[src/rtl/div_unit.sv]
// Iterative restoring divider: {hi=remainder, lo=quotient}, ready_o WIDTH+1 cycles after start (2 for b==0).
// No backpressure: stall_o holds the E stage until the DONE cycle; annul_i flushes at any time.
module div_unit #(
  parameter int WIDTH = 32
) (
  input  logic               clk,
  input  logic               resetn,
  input  logic               start_i,
  input  logic               signed_i,
  input  logic [WIDTH-1:0]   a_i,
  input  logic [WIDTH-1:0]   b_i,
  input  logic               annul_i,
  output logic               stall_o,
  output logic               ready_o,
  output logic [2*WIDTH-1:0] result_o
);

  localparam int CW = (WIDTH > 1) ? $clog2(WIDTH) : 1;
  localparam logic [CW-1:0]    LAST  = CW'(WIDTH - 1);
  localparam logic [CW-1:0]    CNT1  = CW'(1);
  localparam logic [WIDTH-1:0] ONE   = WIDTH'(1);

  typedef enum logic [1:0] {IDLE, ON, DIVZERO, DONE} state_t;

  state_t               state_q;
  logic [CW-1:0]        cnt_q;
  logic [WIDTH-1:0]     rem_q, quo_q, dvs_q;
  logic                 qneg_q, rneg_q;
  logic                 ready_q;
  logic [2*WIDTH-1:0]   result_q;

  logic [WIDTH-1:0]     a_mag, b_mag;
  logic [WIDTH:0]       trial;
  logic [WIDTH-1:0]     rem_d, quo_d;
  logic [WIDTH-1:0]     q_fix, r_fix;

  // Magnitudes are unsigned WIDTH bits, so the most negative value maps to 2^(WIDTH-1).
  assign a_mag = (signed_i && a_i[WIDTH-1]) ? (~a_i + ONE) : a_i;
  assign b_mag = (signed_i && b_i[WIDTH-1]) ? (~b_i + ONE) : b_i;

  always_comb begin
    trial = {rem_q, quo_q[WIDTH-1]} - {1'b0, dvs_q};
    rem_d = {rem_q[WIDTH-2:0], quo_q[WIDTH-1]};
    quo_d = {quo_q[WIDTH-2:0], 1'b0};
    if (!trial[WIDTH]) begin
      rem_d = trial[WIDTH-1:0];
      quo_d = {quo_q[WIDTH-2:0], 1'b1};
    end
    q_fix = qneg_q ? (~quo_d + ONE) : quo_d;
    r_fix = rneg_q ? (~rem_d + ONE) : rem_d;
  end

  always_ff @(posedge clk or negedge resetn) begin
    if (!resetn) begin
      state_q  <= IDLE;
      cnt_q    <= '0;
      rem_q    <= '0;
      quo_q    <= '0;
      dvs_q    <= '0;
      qneg_q   <= 1'b0;
      rneg_q   <= 1'b0;
      ready_q  <= 1'b0;
      result_q <= '0;
    end else if (annul_i) begin
      state_q <= IDLE;
      cnt_q   <= '0;
      ready_q <= 1'b0;
    end else begin
      ready_q <= 1'b0;
      case (state_q)
        IDLE: begin
          if (start_i) begin
            rem_q   <= '0;
            quo_q   <= a_mag;
            dvs_q   <= b_mag;
            qneg_q  <= signed_i & (a_i[WIDTH-1] ^ b_i[WIDTH-1]);
            rneg_q  <= signed_i & a_i[WIDTH-1];
            cnt_q   <= '0;
            state_q <= (b_i == '0) ? DIVZERO : ON;
          end
        end
        ON: begin
          rem_q <= rem_d;
          quo_q <= quo_d;
          cnt_q <= cnt_q + CNT1;
          if (cnt_q == LAST) begin
            state_q  <= DONE;
            ready_q  <= 1'b1;
            result_q <= {r_fix, q_fix};
          end
        end
        DIVZERO: begin
          state_q  <= DONE;
          ready_q  <= 1'b1;
          result_q <= '0;
        end
        DONE:    state_q <= IDLE;
        default: state_q <= IDLE;
      endcase
    end
  end

  assign stall_o  = start_i & (state_q != DONE);
  assign ready_o  = ready_q;
  assign result_o = result_q;

endmodule

[config.mk]
export PLATFORM = sky130hd
export DESIGN_NAME = div_unit
export DESIGN_NICKNAME = d
export VERILOG_FILES = /design/src/rtl/div_unit.sv
export SDC_FILE = /design/constraint.sdc
export NUM_CORES = 1
export LEC_CHECK = 0
export ABC_AREA = 1
export CAP_MARGIN = 0
export CORE_ASPECT_RATIO = 1.25
export CORE_UTILIZATION = 53
export CTS_CLUSTER_DIAMETER = 200
export CTS_CLUSTER_SIZE = 24
export DETAILED_ROUTE_END_ITERATION = 7
export PLACE_DENSITY = 0.78
export RECOVER_POWER = 25
export SLEW_MARGIN = 20
export SYNTH_ARGS = -nofsm -noshare
export SYNTH_HDL_FRONTEND = slang
export SYNTH_SLANG_ARGS = --single-unit
export TNS_END_PERCENT = 10
[constraint.sdc]
create_clock -name clk -period 3.57 [get_ports clk]
set_input_delay 0.357 -clock clk [delete_from_list [all_inputs] [get_ports clk]]
set_output_delay 0.357 -clock clk [all_outputs]
set_load 0.02 [all_outputs]
# Yosys cells after proc, flatten, opt, wreduce, memory -nomap -nowiden

Index checks and enable logic that the tools add are counted.

Bits of input ports: 69
Logic and storage cells: 68
Output and inout bits: 66
Register bits after elaboration: 170

Multiplexer cells: 23
Equality and inequality tests: 9
Add/sub/neg operators: 6
Bitwise operators: 9
Reductions and logical operators: 12

Operators by type and width:

| cell                                                             | number |
|---|---|
| 32-bit two-way mux                                               | 7 |
| 32-bit by 1-bit adder with 32-bit output (second input constant) | 4 |
| 32-bit NOT                                                       | 4 |
| 32-bit case mux with 2 select lines                              | 2 |
| 64-bit case mux with 2 select lines                              | 1 |
| 64-bit two-way mux                                               | 1 |
| 33-bit by 32-bit subtractor with 33-bit output                   | 1 |
| 32-bit logical NOT                                               | 1 |
| 5-bit two-way mux                                                | 2 |
| 5-bit case mux with 2 select lines                               | 1 |
| 3-bit AND reduction                                              | 3 |
| 2-bit two-way mux                                                | 4 |
| 2-bit case mux with 4 select lines                               | 1 |
| 2-bit inequality test (second input constant)                    | 3 |
| 3-bit inequality test (second input constant)                    | 2 |
| 5-bit by 1-bit adder with 5-bit output (second input constant)   | 1 |
| 5-bit == test (second input constant)                            | 1 |
| 2-bit == test (second input constant)                            | 2 |
| 2-bit AND reduction                                              | 2 |
| 2-bit nonzero test                                               | 2 |
| 1-bit AND                                                        | 3 |
| 1-bit two-way mux                                                | 3 |
| 3-bit nonzero test                                               | 1 |
| 2-bit by 1-bit == test with 1-bit output (second input constant) | 1 |
| 5 further kinds                                                  | 6 |

# Longest topological paths before layout

Depth in word-level cells: 7
Gate-level depth with buffers: 30
Gate-level depth less buffers: 29

# Worst setup path after synthesis

Ideal clock, no wire load.

Kind: register to register
Start: register quo_q[31]
End: register result_q[28] (netlist: result_o[28])
Data arrival time: 3,793 ps
Library setup time: 66 ps
Cell stages (with the launch flop): 30
Slack: -289 ps
Buffers on the path: 1
Required time: 3,504 ps
Period minus slack after synthesis: 3,859 ps
Path through: dfrtp_1 inv_1 ha_1 inv_1 fa_1 nand2_1 nand2_1 nand3_1 nand2_1 nand2_1 nand2_2 nand2_4 nand3_2 nand2_4 buf_4 ha_1 inv_1 nor3_1 nand3_1 nor2_1 nand2_1 nor3_2 nand2_1 o21ai_1 nand2_1 a211oi_1 nand2_1 a21oi_1 o21ai_1 nand2_1

Cells in the longest elaborated chain, start to end: 7

RTL lines:

| what                                           | RTL line | text |
|---|---|---|
| from (decl)                                    | 27       | `logic [WIDTH-1:0] rem_q, quo_q, dvs_q;` |
| from (signal assigned)                         | 74       | `quo_q <= a_mag;` |
| from (signal assigned)                         | 84       | `quo_q <= quo_d;` |
| 33-bit by 32-bit subtractor with 33-bit output | 42       | `trial = {rem_q, quo_q[WIDTH-1]} - {1'b0, dvs_q};` |
| 1-bit two-way mux                              | 45       | `if (!trial[WIDTH]) begin` |
| 32-bit NOT                                     | 49       | `q_fix = qneg_q ? (~quo_d + ONE) : quo_d;` |
| 32-bit by 1-bit adder with 32-bit output       | 49       |  |
| 32-bit two-way mux                             | 49       |  |
| 64-bit two-way mux                             | 86       | `if (cnt_q == LAST) begin` |
| 64-bit case mux with 2 select lines            | 70       | `case (state_q)` |
| to (signal assigned)                           | 89       | `result_q <= {r_fix, q_fix};` |
| to (decl)                                      | 30       | `logic [2*WIDTH-1:0] result_q;` |

No other way between the ends. The select of a mux whose other input is x is not followed.
A chain may end at the register's enable or synchronous reset.

# Worst setup path in the final report

Ends and elaborated chain as after synthesis.

==> impl_metrics.json <==
{
  "synth_commonest_cells": "nand2_1 (579), inv_1 (240), dfrtp_1 (170), nor2_1 (170), o21ai_0 (164)",
  "postPlaceCellArea_sq_um": 14800,
  "die_w_um": 141,
  "drc": 0,
  "cts_sinks": 170,
  "finClkSkew_ps": 14.5,
  "crit_path_top_delay_cell": "fa_2",
  "antenna_found_initial": 0,
  "grt_overflow": 0,
  "reg2reg_to": "result_o[28]",
  "maxCapViolCount": 1,
  "cts_inserted_buffers": 17,
  "setup-violations-final": 6,
  "io_buffers": 134,
  "clockBufferDepth": 2,
  "synth_most_common_cell": "nand2_1",
  "syn_nets": 2041,
  "core-area_sq_um": 23700,
  "hpwl_um": 33300,
  "final_area_sq_um": 15600,
  "critPathBufInv": 3,
  "ant_nets": 0,
  "crit_path_max_incr_delay_ps": 400,
  "syn_avg_cell_area_sq_um": 6.63,
  "outcome": "finished, violations left",
  "r2r-start": "quo_q[31]",
  "rrSetupSlack_ps": -110,
  "layout_setup_ws_ps": -113,
  "first_iter_violations": 718,
  "grt_pass1_wl_um": 66400,
  "slew_violations": 68,
  "h-tree-depth": 4,
  "crit_path_start_kind": "flip-flop",
  "start_util_pct": 53.9,
  "synth_top_area_share_pct": 33.3,
  "synthDistinctLibCells": 52,
  "rows": 63,
  "path_delay_family": "simple AND/OR/NAND/NOR gates",
  "fin_nets": 2205,
  "top_level_ports": 135,
  "dr.pass1.iters": 7,
  "synth_edf_count": 0,
  "endpoint_kind": "flip-flop",
  "crit_cells": 28,
  "hold_viol_final": 0,
  "diodes": 0,
  "netlist_area_sq_um": 12800,
  "endpoint": "result_o[28]",
  "fin_crit_sh_pct": 103,
  "grt_max_degree": 77,
  "path_max_fanout": 6,
  "ys_top_cells_by_area": "dfrtp_1 (33%), nand2_1 (17%), inv_1 (7.0%), o21ai_0 (6.4%), nor2_1 (5.0%)",
  "crit_top_cell": "nand2_2",
  "area_growth_pct": 22.3,
  "synth-async-reset-ratio_pct": 100,
  "grt_pass1_vias": 13200,
  "vias": 13500,
  "synth_top_cell_by_area": "dfrtp_1",
  "cts_tree": "built",
  "clock_latency_ps": 450,
  "drt-vias-per-instance": 5.56,
  "worst_pin_slew_ps": 1800,
  "hp-class": "reg -> reg",
  "fmax_mhz": 272,
  "wire_per_inst_um": 17.5,
  "rsz0062_at_grt": "yes",
  "drive_gt1_share_pct": 9.50,
  "failed_checks": "capacitance limit, slew limit, setup timing",
  "root_buffer": "clkbuf_16",
  "die_area_sq_um": 24700,
  "yosysSeqAreaShare_pct": 33.3,
  "startpoint": "quo_q[31]",
  "cts.clk_slew.worst_paths_ps": 70,
  "die_h_um": 176,
  "wl_um": 42600,
  "critPathKind": "reg -> reg",
  "period_minus_slack_ps": 3680,
  "required_ps": 3950,
  "ys_warn_count": 0,
  "cp.arrival_ps": 4060,
  "gp_congestion": 0.983,
  "track_usage_pct": 35.3,
  "synthCells": 1929,
  "synth-seq-cells": 170,
  "reg2regPathDepth": 28,
  "max-slew-margin-rel_pct": -19.7,
  "synth_ff_type": "dfrtp_1"
}
routing by layer:
| layer | vias to the layer above | wire, um | GRT usage (%) |
|---|---|---|---|
| met4 | 0 | 4290 | 33.5 |
| met5 | - | 0 | 0 |
| met3 | 175 | 1440 | 4.03 |
| met1 | 6290 | 15100 | 34.4 |
| li1 | 6602 | - | - |
| met2 | 444 | 21700 | 64.7 |
worst register-to-register path, delay by kind of cell (launching register included):
family | cells | cell delay (ps)
buf+inv | 3 | 160
simple gates | 18 | 1840
flops | 1 | 370
compound gates | 4 | 610
fa+ha+maj | 3 | 640
layout make-up:
| type | instances | area (sq um) |
|---|---|---|
| sequential | 170 | 4250 |
| timing repair buffer | 204 | 1900 |
| tap | 325 | 407 |
| multi-input combinational | 1450 | 7570 |
| fill | 2175 | 8090 |
| clock inverter | 12 | 128 |
| inverter | 250 | 938 |
| clock buffer | 19 | 443 |
cells by family after synthesis:
logic type	after synthesis	share of synthesized area [%]
flip-flops	170	33.3
adder cells (fa/ha/maj)	43	4.27
buffers and inverters	309	9.59
XOR/XNOR	61	4.18
AND/OR/NAND/NOR	998	33.3
AO/OA/AOI/OAI	348	15.4
worst min path at each step:
stage	to	slack [ps]	cells after the start	startpoint
floorplan	cnt_q[0]	60	0	resetn
global placement	dvs_q[30]	410	1	resetn
detailed placement	dvs_q[26]	410	1	resetn
CTS	result_o[55]	480	2	result_o[55]
global route	result_o[6]	510	2	result_o[6]
finish	result_o[62]	480	2	result_o[62]
metrics by stage:
step	util [%]	setup WS, ps	hold WS, ps	setup TNS [ps]	instances
after floorplan	-	-23.4	61.4	-37.1	1929
after global placement	62.4	22.5	406	0	2393
after detailed placement	62.4	-63.8	415	-91.0	2393
after CTS	64.9	-88.1	485	-194	2426
after global routing	65.9	-396	505	-2520	2430
final	65.9	-113	481	-392	2430
registers in the layout, indices dropped and copies added (netlist names):
name / count
state_q: 2
ready_o: 1
rneg_q: 1
qneg_q: 1
rem_q: 32
cnt_q: 5
result_o: 64
quo_q: 32
dvs_q: 32
placed cells by master, fill, tap and decap left out, types with 3 or more instances in the layout:
cell type        instances
ha_4                    11
xor2_1                  39
nand2_2                 32
nand2_4                  7
or2_2                    3
inv_2                    9
a32o_1                   5
nand2_1                569
clkdlybuf4s50_1        133
o211ai_1                24
a21oi_2                  3
nor4_1                   8
ha_1                    29
nand3_1                116
o22ai_1                 32
o21ai_0                158
xnor2_1                 22
clkinv_1                 4
o41ai_1                  3
inv_6                    4
nor2_2                   7
nor3_1                  36
nand3_2                  7
nand3b_1                 9
nor2_4                   7
clkbuf_16               17
o21ai_2                  4
buf_12                   3
buf_4                   65
inv_1                  237
dfrtp_1                170
nand4_1                 23
o31ai_1                  4
o21bai_1                 6
a21oi_1                 77
nor2_1                 166
clkinvlp_4               3
o21ai_1                 21
what timing repair did:
action / in CTS / in global routing
setup endpoints to repair: 6 / 23
endpoints found under the hold margin: 65 / 0
gates resized for setup: 3 / 45
hold buffers: 1 / 0
pin swaps: 2 / 21
buffers inserted: 1 / 4
Power is not shown: default switching activity piles up to over one toggle a cycle in this logic, so the estimate is an artifact.
